[src/rtl/sha_msg_padder.sv]
// SHA-256 message padder: packs 32-bit big-endian message words into 512-bit
// blocks, appends the 0x80 marker, zero fill and the 64-bit bit length, and
// presents complete blocks with first/last markers over a valid/ready handshake.
module sha_msg_padder #(
   parameter int unsigned WRD_SIZE = 32,
   parameter int unsigned MSG_SIZ  = 512,
   parameter int unsigned LEN_W    = 64,
   parameter int unsigned IDX_W    = 4
) (
   input  logic                clk,
   input  logic                reset_n,
   input  logic                i_valid,
   output logic                o_ready,
   input  logic [WRD_SIZE-1:0] i_word,
   input  logic                i_last,
   input  logic [2:0]          i_nbytes,
   output logic [MSG_SIZ-1:0]  o_blk,
   output logic                o_blk_valid,
   input  logic                i_blk_ready,
   output logic                o_blk_first,
   output logic                o_blk_last
);

   localparam int unsigned NWORDS = MSG_SIZ / WRD_SIZE;

   typedef enum logic [1:0] {
      FILL  = 2'd0,
      EMIT  = 2'd1,
      EXTRA = 2'd2
   } state_t;

   state_t                                state_q, state_d;
   logic [0:NWORDS-1][WRD_SIZE-1:0]       blk_q, blk_d;
   logic [IDX_W-1:0]                      idx_q, idx_d;
   logic [LEN_W-1:0]                      cnt_q, cnt_d;
   logic                                  first_q, first_d;
   logic                                  last_q, last_d;
   logic                                  extra_q, extra_d;
   logic                                  padpend_q, padpend_d;

   logic [2:0]                            nb;
   logic [WRD_SIZE-1:0]                   keep_mask;
   logic [WRD_SIZE-1:0]                   pad_bits;
   logic [WRD_SIZE-1:0]                   last_word;
   logic [IDX_W:0]                        pad_slot;
   logic [LEN_W-1:0]                      cnt_new;
   logic [LEN_W-1:0]                      len_fill;
   logic [LEN_W-1:0]                      len_extra;

   // Last-word shaping: clamp byte count, mask stale bytes, place the 0x80 marker
   always_comb begin
      nb = (!i_last || (i_nbytes > 3'd4)) ? 3'd4 : i_nbytes;
      keep_mask = '1;
      pad_bits  = '0;
      case (nb)
         3'd0: begin keep_mask = 32'h0000_0000; pad_bits = 32'h8000_0000; end
         3'd1: begin keep_mask = 32'hFF00_0000; pad_bits = 32'h0080_0000; end
         3'd2: begin keep_mask = 32'hFFFF_0000; pad_bits = 32'h0000_8000; end
         3'd3: begin keep_mask = 32'hFFFF_FF00; pad_bits = 32'h0000_0080; end
         default: begin keep_mask = '1; pad_bits = '0; end
      endcase
      last_word = (i_word & keep_mask) | pad_bits;
      pad_slot  = (nb == 3'd4) ? ({1'b0, idx_q} + (IDX_W+1)'(1)) : {1'b0, idx_q};
      cnt_new   = cnt_q + LEN_W'(nb);
      len_fill  = cnt_new << 3;
      len_extra = cnt_q << 3;
   end

   // Next-state and datapath update for FILL / EMIT / EXTRA
   always_comb begin
      state_d   = state_q;
      blk_d     = blk_q;
      idx_d     = idx_q;
      cnt_d     = cnt_q;
      first_d   = first_q;
      last_d    = last_q;
      extra_d   = extra_q;
      padpend_d = padpend_q;
      case (state_q)
         FILL: begin
            if (i_valid) begin
               cnt_d = cnt_new;
               if (!i_last) begin
                  blk_d[idx_q] = i_word;
                  idx_d        = idx_q + IDX_W'(1);
                  if (idx_q == '1) begin
                     state_d   = EMIT;
                     last_d    = 1'b0;
                     extra_d   = 1'b0;
                     padpend_d = 1'b0;
                  end
               end else begin
                  blk_d[idx_q] = last_word;
                  state_d      = EMIT;
                  // Pad slot decides whether the length fits in this block or spills
                  if (pad_slot <= 5'd13) begin
                     if (nb == 3'd4) blk_d[pad_slot[IDX_W-1:0]] = 32'h8000_0000;
                     blk_d[NWORDS-2] = len_fill[LEN_W-1 -: WRD_SIZE];
                     blk_d[NWORDS-1] = len_fill[WRD_SIZE-1:0];
                     last_d    = 1'b1;
                     extra_d   = 1'b0;
                     padpend_d = 1'b0;
                  end else if (pad_slot <= 5'd15) begin
                     if (nb == 3'd4) blk_d[pad_slot[IDX_W-1:0]] = 32'h8000_0000;
                     last_d    = 1'b0;
                     extra_d   = 1'b1;
                     padpend_d = 1'b0;
                  end else begin
                     last_d    = 1'b0;
                     extra_d   = 1'b1;
                     padpend_d = 1'b1;
                  end
               end
            end
         end
         EMIT: begin
            if (i_blk_ready) begin
               first_d = last_q;
               if (last_q) cnt_d = '0;
               idx_d   = '0;
               blk_d   = '0;
               state_d = extra_q ? EXTRA : FILL;
            end
         end
         EXTRA: begin
            if (padpend_q) blk_d[0] = 32'h8000_0000;
            blk_d[NWORDS-2] = len_extra[LEN_W-1 -: WRD_SIZE];
            blk_d[NWORDS-1] = len_extra[WRD_SIZE-1:0];
            last_d    = 1'b1;
            extra_d   = 1'b0;
            padpend_d = 1'b0;
            state_d   = EMIT;
         end
         default: state_d = FILL;
      endcase
   end

   // State and datapath registers with asynchronous abort on reset
   always_ff @(posedge clk or negedge reset_n) begin
      if (!reset_n) begin
         state_q   <= FILL;
         blk_q     <= '0;
         idx_q     <= '0;
         cnt_q     <= '0;
         first_q   <= 1'b1;
         last_q    <= 1'b0;
         extra_q   <= 1'b0;
         padpend_q <= 1'b0;
      end else begin
         state_q   <= state_d;
         blk_q     <= blk_d;
         idx_q     <= idx_d;
         cnt_q     <= cnt_d;
         first_q   <= first_d;
         last_q    <= last_d;
         extra_q   <= extra_d;
         padpend_q <= padpend_d;
      end
   end

   assign o_ready     = (state_q == FILL);
   assign o_blk_valid = (state_q == EMIT);
   assign o_blk_first = o_blk_valid && first_q;
   assign o_blk_last  = o_blk_valid && last_q;
   assign o_blk       = blk_q;

endmodule

[config.mk]
export PLATFORM = sky130hd
export DESIGN_NAME = sha_msg_padder
export DESIGN_NICKNAME = d
export VERILOG_FILES = /design/src/rtl/sha_msg_padder.sv
export SDC_FILE = /design/constraint.sdc
export NUM_CORES = 2
export LEC_CHECK = 0
export ABC_AREA = 1
export BUFFER_PORTS_ARGS = -buffer_cell sky130_fd_sc_hd__buf_2
export CORE_MARGIN = 4
export CORE_UTILIZATION = 44
export DETAILED_ROUTE_END_ITERATION = 6
export GPL_ROUTABILITY_DRIVEN = 0
export HOLD_SLACK_MARGIN = 0.08
export PLACE_DENSITY = 0.74
export SYNTH_ARGS = -nofsm -noshare
export SYNTH_HDL_FRONTEND = slang
export SYNTH_SLANG_ARGS = --single-unit
[constraint.sdc]
create_clock -name clk -period 3.4 [get_ports clk]
set_clock_uncertainty 0.1 [all_clocks]
set_input_delay 0.51 -clock clk [delete_from_list [all_inputs] [get_ports clk]]
set_output_delay 0.51 -clock clk [all_outputs]
set_load 0.005 [all_outputs]
==> reports/qor.txt <==
Setup-failing EPs final: 0
Syn_nets: 4,168
Mux cell area share after synthesis: 0.06330%
Avg Synthesized Cell Area: 7.684 um2
Top_reg_cell synth: dfrtp_1
Die Ht: 276.1 um
M3 GR Usage: 13.30%
Hold-critical path endpoint: o_blk[345]
Core box area: 71,360 um2
DP Cell Count: 5,503
Vias post-DR: 34.51k
Leakage: 18.11 nW
Synth Area in Compound Gates: 25.00%
Clk buf depth: 3
First-pass DRT Iterations: 7
Clock latency at the later pin of the worst-skew pair: 610 ps
Pin count of the biggest net entering global routing: 100
Yosys Warn Count: 0
Final Max Tran Viols: 0
GRT met2 Usage: 53.33%
Routed Antenna Nets: 0
CTS tree: yes
Final min period: 3131 ps
Detailed placer's ending HPWL: 104,600 um
VDD IR max: 0.4756 mV
Hold Path Class: input port to flip-flop
Total Power: 27.70 mW
Synth area leader: dfrtp_1
Die ar.: 76,230 um2
Final hold viol count: 0
Crit Path Max Fanout: 17
Slew HR: 13.79%
Post-synthesis simple-gate area fraction: 15.80%
Starting density of the core: 44.32%
Status: finished with violations
CP required: 3810 ps
Initial antenna violation count: 18
PwrDens: 725.1 nW/um2
Non-Filler Instances: 5,640
First-pass GRT wire length: 215,400 um
Post-synthesis cell type count: 51
Max-Cap Viols: 0
Final hold slack: 231.6 ps
Fraction of the cycle the final worst path needs: 92.10%
Top-area cell type share of the netlist area: 46.05%
Mapped Cells: 4,116
Post-Route WL: 147,800 um
Ports: 556
Rows: 98
Worst r2r src: state_q[1]
Hold_sp: i_word[25]
Mapped Area: 31,630 um2
Largest family of logic cells by synthesized area: compound AO/OA/AOI/OAI gates
CP arrival: 3540 ps
Clock root buffer: clkbuf_16
Worst-path clk slew: 60 ps
Failing checks: DRC
Reg2reg end: o_blk[150]
Port Buffers: 555
Vias in the first global route: 32.17k
Num CTS Buffers: 68
DR DRC count: 1
CTS sink cnt: 583
CTS resizes: 0
Async SR Flop Fraction: 100.0%
Synth top cells by count: 662 x nand2_1, 646 x inv_1, 582 x dfrtp_1
Die W: 276.1 um
Fmax: 319.3 MHz
Post-synthesis adder-cell area fraction: 0.4748%
Finished Core Util: 53.54%
# nets final: 4,677
Sequential element share of the synthesized area: 46.13%
Reg2Reg Depth: 11
Vias per cell: 6.118
Post-synth EDFFs: 0
Yosys reg bits: 583
WHS Path Cells: 3
Final TNS setup: 0 ps
Unrepaired setup endpoints after global routing: no
H-tree Lvls: 3
CP endpoint kind: flip-flop
Critical path launch point type: flip-flop
Gr busiest metal: met2
DRT iter0 DRCs: 4,778
Overflow after GRT: 0
GRT Util Overall: 36.93%
Grt met1 use: 47.61%
Area growth, synth to finish: 20.81%
Routed len/inst: 26.21 um
Share of cells above drive strength 1: 19.54%
Post-synthesis xor/xnor area fraction: 0.9970%
Most common cell in the netlist: nand2_1
Worst-Margin Slew: 1292 ps
Post-CTS Setup Inserts: 0
Reg-to-reg slack, setup: 270 ps
Critical Setup Path Class: flip-flop to flip-flop
Largest cells by area after synthesis: dfrtp_1 46%, nand2_1 7.9%, inv_1 7.7%
[power by group]
group	switching [mW]	total (mW)	internal, mW
Clock	3.23	7.77	4.54
Sequential	1.10	9.23	8.13
Combinational	7.45	10.7	3.25
Total	11.8	27.7	15.9
[logic make-up after synthesis]
logic type,after synthesis
compound gates,1346
simple gates,1192
buf+inv,945
flops,583
xor+xnor,36
fa+ha+maj,12
mux,2
[flip-flops by register name, summed over array words and instances, names as in the netlist]
name and flops:
o_blk 512, cnt_q 61, idx_q 4, state_q 2, extra_q 1, first_q 1, last_q 1, padpend_q 1
[routing by layer]
layer,vias up,wire length [um]
met5,-,58
li1,14940,-
met1,16350,54820
met3,559,20600
met4,8,10360
met2,2645,61970
[per-stage QoR]
stage / area, um2 / setup WS [ps]
5_1_grt: 38190 / 91.30
6_report: 38210 / 268.5
3_3_place_gp: 35820 / 328.2
3_5_place_dp: 35820 / 231.5
2_1_floorplan: 31630 / 865.4
4_1_cts: 38180 / 369.8
[worst max path at each step]
stage                             to  depth (start not counted)         from
after floorplan            o_blk[51]                         17  i_nbytes[2]
after global placement     o_blk[47]                         17  i_nbytes[2]
after detailed placement   o_blk[47]                         17  i_nbytes[2]
after CTS                 o_blk[149]                         11   state_q[1]
after global routing      o_blk[134]                         11   state_q[1]
final                     o_blk[150]                         11   state_q[1]
[critical path, stage by stage (launching register included)]
cell     delay [ps]
dfrtp_1         410
inv_1           120
ha_1            280
buf_4           210
nor2_1           80
nor2_4          180
inv_2           210
a21oi_2         440
nand2_1         180
nor2_2          330
inv_2           230
o22ai_1         230
[layout make-up]
cell class / count / area (um2)
Fill cell: 6709 / 33160
Sequential cell: 583 / 14590
Multi-Input combinational cell: 2588 / 13430
Timing Repair Buffer: 707 / 4086
Inverter: 677 / 2546
Clock buffer: 93 / 1966
Tap cell: 950 / 1189
Clock inverter: 30 / 367.9
Antenna cell: 12 / 30.03
[timing repair]
| action | 4_1_cts | 5_1_grt |
|---|---|---|
| endpoints found under the hold margin | 34 | 0 |
| hold buffers | 2 | 0 |
| setup endpoints to repair | 0 | 0 |
[placed cells by master, fill, tap and decap left out, types with 6 or more instances in the layout]
cell / netlist / layout
a21oi_1: 354 / 353
a21oi_2: 8 / 8
a22o_1: 9 / 9
buf_12: 0 / 12
buf_2: 27 / 553
buf_4: 15 / 139
bufinv_16: 0 / 6
clkbuf_1: 206 / 8
clkbuf_16: 0 / 68
clkbuf_8: 0 / 17
clkinv_2: 0 / 10
clkinvlp_4: 0 / 6
dfrtp_1: 582 / 582
diode_2: 0 / 12
ha_1: 12 / 12
inv_1: 646 / 646
inv_2: 27 / 26
nand2_1: 662 / 662
nand2_2: 12 / 12
nand3_1: 211 / 211
nand4_1: 27 / 27
nor2_1: 201 / 194
nor2_2: 15 / 21
nor3_1: 54 / 54
o2111ai_1: 6 / 6
o211ai_1: 42 / 42
o21ai_0: 435 / 435
o21ai_1: 13 / 13
o22ai_1: 366 / 366
o31ai_1: 18 / 18
o32ai_1: 52 / 52
o41ai_1: 8 / 8
xor2_1: 35 / 35
Note: power is estimated with default switching activity, not from simulation.
